[src/rtl/result_writer.sv]
// Store path from the divider into result RAM: each finished rise is captured
// and written as a record via a ready/ack port. Define OPERAND_STORE_EN to
// append dividend and divisor to every record (4 words instead of 2).
module result_writer #(
   parameter int ADDR_W    = 9,
   parameter int DATA_W    = 9,
   parameter int BASE_ADDR = 0,
   parameter int DEPTH     = 512
) (
   input  logic              clk,
   input  logic              rst,
   input  logic              finished,
   input  logic [7:0]        quotient,
   input  logic [8:0]        remainder,
   input  logic [7:0]        dividend,
   input  logic [7:0]        divisor,
   input  logic              clr_ovf,
   output logic              wr_en,
   output logic [ADDR_W-1:0] wr_addr,
   output logic [DATA_W-1:0] wr_data,
   input  logic              wr_ack,
   output logic              busy,
   output logic              rec_done,
   output logic [7:0]        rec_count,
   output logic              overflow
);

   // state   | meaning
   // IDLE    | waiting for a finished rise
   // WR0     | writing quotient
   // WR1     | writing remainder
   // WR2     | writing dividend (OPERAND_STORE_EN only)
   // WR3     | writing divisor  (OPERAND_STORE_EN only)
   localparam logic [2:0] ST_IDLE = 3'd0;
   localparam logic [2:0] ST_WR0  = 3'd1;
   localparam logic [2:0] ST_WR1  = 3'd2;
`ifdef OPERAND_STORE_EN
   localparam logic [2:0] ST_WR2  = 3'd3;
   localparam logic [2:0] ST_WR3  = 3'd4;
   localparam logic [2:0] ST_LAST = ST_WR3;
`else
   localparam logic [2:0] ST_LAST = ST_WR1;
`endif

   localparam logic [ADDR_W-1:0] PTR_LAST = ADDR_W'(DEPTH - 1);
   localparam logic [ADDR_W-1:0] BASE     = ADDR_W'(BASE_ADDR);

   logic [2:0]        state;
   logic [2:0]        state_next;
   logic              finished_d;
   logic [ADDR_W-1:0] ptr;
   logic [7:0]        q_lat;
   logic [8:0]        r_lat;
   logic              rise;
   logic              start;
   logic              drop;
   logic              accept;
   logic              rec_last;

   assign rise     = finished & ~finished_d;
   assign busy     = (state != ST_IDLE);
   assign start    = rise & ~busy;
   assign drop     = rise & busy;
   assign wr_en    = busy;
   assign accept   = wr_en & wr_ack;
   assign rec_last = accept & (state == ST_LAST);
   assign wr_addr  = BASE + ptr;

   always_comb begin
      state_next = state;
      if (state == ST_IDLE) begin
         if (rise) state_next = ST_WR0;
      end else if (accept) begin
         state_next = (state == ST_LAST) ? ST_IDLE : state + 3'd1;
      end
   end

`ifdef OPERAND_STORE_EN
   logic [7:0] a_lat;
   logic [7:0] b_lat;

   always_ff @(posedge clk or negedge rst) begin
      if (!rst) begin
         a_lat <= '0;
         b_lat <= '0;
      end else if (start) begin
         a_lat <= dividend;
         b_lat <= divisor;
      end
   end
`else
   logic unused_operands;
   assign unused_operands = ^{dividend, divisor};
`endif

   always_comb begin
      wr_data = '0;
      case (state)
         ST_WR0:  wr_data = DATA_W'(q_lat);
         ST_WR1:  wr_data = DATA_W'(r_lat);
`ifdef OPERAND_STORE_EN
         ST_WR2:  wr_data = DATA_W'(a_lat);
         ST_WR3:  wr_data = DATA_W'(b_lat);
`endif
         default: wr_data = '0;
      endcase
   end

   always_ff @(posedge clk or negedge rst) begin
      if (!rst) begin
         state      <= ST_IDLE;
         finished_d <= 1'b0;
         ptr        <= '0;
         q_lat      <= '0;
         r_lat      <= '0;
         rec_done   <= 1'b0;
         rec_count  <= '0;
         overflow   <= 1'b0;
      end else begin
         state      <= state_next;
         finished_d <= finished;
         rec_done   <= rec_last;
         if (rec_last) rec_count <= rec_count + 8'd1;
         // each word wraps on its own, so a record may straddle the region end
         if (accept) ptr <= (ptr == PTR_LAST) ? '0 : ptr + 1'b1;
         if (start) begin
            q_lat <= quotient;
            r_lat <= remainder;
         end
         if (drop)         overflow <= 1'b1;
         else if (clr_ovf) overflow <= 1'b0;
      end
   end

endmodule

[config.mk]
export PLATFORM = sky130hd
export DESIGN_NAME = result_writer
export DESIGN_NICKNAME = d
export VERILOG_FILES = /design/src/rtl/result_writer.sv
export SDC_FILE = /design/constraint.sdc
export NUM_CORES = 1
export LEC_CHECK = 0
export CELL_PAD_IN_SITES_DETAIL_PLACEMENT = 1
export CELL_PAD_IN_SITES_GLOBAL_PLACEMENT = 1
export CORE_MARGIN = 2
export CORE_UTILIZATION = 34
export DETAILED_ROUTE_END_ITERATION = 10
export GPL_ROUTABILITY_DRIVEN = 0
export PLACE_DENSITY = 0.85
export SLEW_MARGIN = 20
export SYNTH_ARGS = -nofsm -noshare
export SYNTH_HDL_FRONTEND = slang
export SYNTH_SLANG_ARGS = --single-unit
[constraint.sdc]
create_clock -name clk -period 2.55 [get_ports clk]
set_clock_uncertainty 0.05 [all_clocks]
set_input_delay 0.51 -clock clk [delete_from_list [all_inputs] [get_ports clk]]
set_output_delay 0.51 -clock clk [all_outputs]
set_load 0.01 [all_outputs]
==> results of run 1 <==
==> Yosys cell counts (all sizes together) (3+ instances only) <==
cell    instances  area share
nand2           9       0.018
nor2           12       0.024
inv             4      0.0079
a31oi           3      0.0099
xnor2           7       0.032
buf             7       0.035
ha              4       0.026
nand3           4       0.011
and3            7       0.023
dfrtp          40        0.53
o21ai          12       0.032
mux2           19        0.13
nand4           3      0.0099
o31ai           3       0.012
clkbuf          4      0.0079
a22oi           8       0.032
==> routing by layer <==
metal / wire length, um / GRT usage / share of wire / vias to the layer above
met2: 2270 / 0.254 / 0.52 / 30
met3: 190 / 0.0398 / 0.044 / 5
li1: - / - / - / 671
met1: 1850 / 0.194 / 0.42 / 713
met4: 55 / 0.0474 / 0.013 / 0
met5: 0 / 0 / 0 / -
==> power groups by stage <==
stage                     registers [mW]  logic [mW]  clock network, mW
after detailed placement            1.09        1.12                  0
after global placement              1.07        1.08                  0
after CTS                           1.08        1.13              0.530
final                               1.08        1.09              0.510
after global routing                1.12        1.21              0.553
after floorplan                     1.06       0.665                  0
==> state kept, by name (all words and copies together) (netlist names) <==
signal      flops
finished_d      1
state           3
r_lat           9
rec_count       8
overflow        1
rec_done        1
q_lat           8
ptr             9
==> cell families (layout without fill, tap and decap cells) <==
family | Yosys count | in the layout | share of synthesized area
AO/OA/AOI/OAI | 31 | 31 | 0.107
flip-flops | 40 | 40 | 0.527
XOR/XNOR | 8 | 8 | 0.0369
adder cells (fa/ha/maj) | 4 | 4 | 0.0264
AND/OR/NAND/NOR | 43 | 43 | 0.120
buffers and inverters | 15 | 69 | 0.0507
multiplexers | 19 | 19 | 0.132
==> how the worst max path moves through the flow <==
| stage | endpoint | from | cells past startpoint |
|---|---|---|---|
| 5_1_grt | wr_data[8] | state[0] | 3 |
| 4_1_cts | wr_data[6] | state[1] | 6 |
| 2_1_floorplan | ptr[5] | ptr[0] | 6 |
| 3_3_place_gp | wr_data[7] | state[1] | 6 |
| 6_report | wr_data[8] | state[0] | 3 |
| 3_5_place_dp | ptr[8] | state[0] | 4 |
==> layout make-up <==
cell class,instances,area [um2],share of cell area
inverter,4,15.0,0.00580
tap,72,90.1,0.0348
multi-input combinational,105,802,0.310
clock inverter,2,35.0,0.0135
clock buffer,6,72.6,0.0280
timing repair buffer,57,571,0.221
sequential,40,1000,0.387
==> per-stage QoR <==
stage,worst slack [ps],cell area (um2)
6_report,157,2590
5_1_grt,50.5,2590
4_1_cts,0.401,2570
3_5_place_dp,363,2460
3_3_place_gp,385,2460
2_1_floorplan,593,1900
==> what timing repair did <==
item	in CTS	in global routing
endpoints found under the setup margin	0	8
gates resized for setup	0	9
hold buffers	0	0
==> worst max-delay path, delay by kind of cell (launching register included) <==
| family | cells | cell delay [ps] |
|---|---|---|
| buffers and inverters | 1 | 540 |
| AND/OR/NAND/NOR | 2 | 620 |
| flip-flops | 1 | 380 |
==> reports/results.txt, run 1 <==
VDD IR-drop max: 420 uV
Cells after Synth: 160
Final hold vios: 0
Post-CTS setup buffer count: 0
Final core occ: 0.476
IO buf count: 51
DP Wirelength: 3110 um
WL final: 4370 um
Critical path class: flip-flop to output port
Clock Latency Late Sink: 300 ps
RSZ-0062 raised after global routing: no
Combinational share of power: 0.408
Vias in the first global route: 1474
Synth async-reset ratio: 1.00
CP Launch Type: flip-flop
Clock network fraction of total power: 0.190
Initial Utilization: 0.349
Final TNS setup: 0 ps
Remaining antenna violation count: 0
Max clock buf depth: 2
Sequential power share: 0.402
R2R Path Start: state[0]
Synthesized Nets: 202
# H-tree levels: 2
Largest net degree at the start of global routing: 41
Fin crit period: 2390 ps
Placed cell count: 278
Global-route wire length before repair: 7260 um
Non-Filler Instances: 286
I/O Pins: 68
Switch Pwr: 0.889 mW
Ys flop type: dfrtp_1
Crit-path cells: and2b_1 -> and3_1 -> clkdlybuf4s50_1
Distinct cells, synth: 35
Die Footprint: 6200 um2
Setup violations, final: 0
Pwr/cell area: 1040 nW/um2
Layout Area Growth over Synthesis: 36.2%
Internal Power: 1.80 mW
DR WL/cell: 15.3 um
Drt drc: 0
Die Height: 78.7 um
Post-synthesis register bit count: 40
Routed vias: 1419
Initial antenna violation count: 0
Hold slack: 277 ps
Power after layout: 2.69 mW
Max incr delay on CP: 540 ps
Rows: 27
Static leakage: 1.28 nW
Status: complete, no violations
Net Sw Frac: 0.331
Slew HR: 0.354
Placeable Area: 5440 um2
Die X: 78.7 um
Hold WC Path Type: input port to asynchronous set/reset pin
Crit path capture type: output port
Syn avg cell area: 11.9 um2
Ys Warns: 0
Mapped Area: 1900 um2
CP required: 1990 ps
Commonest non-fill, non-tap cell in the layout: clkdlybuf4s50_1
Commonest non-fill, non-tap cells in the layout: 42 x clkdlybuf4s50_1, 39 x dfrtp_1, 12 x nor2_1, 12 x o21ai_0, 10 x mux2_4
CTS sink count: 40
N_diodes: 0
CP max-delay cell: clkdlybuf4s50_1
Share of layout cells above drive strength 1: 0.178
Vias per cell: 4.96
Post-synth EDFFs: 0
DRT Pass-1 Iters: 4
Tightest Pin Transition: 960 ps
1st-iter DRT viols: 54
# fillers: 604
R2R setup slack: 380 ps
Nets: 255
Max-Cap Viols: 0
Worst Path Max Fanout: 9
Root Buffer: clkbuf_8
Critical R2R Capture: ptr[8]
CTS tree: built
Final Max Slew Viols: 0
Post-route clock period utilization: 0.938
Remaining global-route overflow: 0
Arr. time, crit path: 1830 ps
Worst Reg-to-Reg Cells: 4
CTS buffer count: 5
CTS clk-pin slew, worst paths: 80 ps
Sequential share of the synthesized area: 0.527
Total track usage: 0.152
Max Freq: 418 MHz
Note: power is estimated with default switching activity, not from simulation.
==> inputs of run 2 (changes only) <==
--- a/config.mk
+++ b/config.mk
@@ -9,6 +9,7 @@
 export CELL_PAD_IN_SITES_GLOBAL_PLACEMENT = 1
 export CORE_MARGIN = 2
 export CORE_UTILIZATION = 34
+export CTS_CLUSTER_SIZE = 8
 export DETAILED_ROUTE_END_ITERATION = 10
 export GPL_ROUTABILITY_DRIVEN = 0
 export PLACE_DENSITY = 0.85
==> results of run 2 <==
The final DEF is identical to that of run 1; final timing and power are the same.
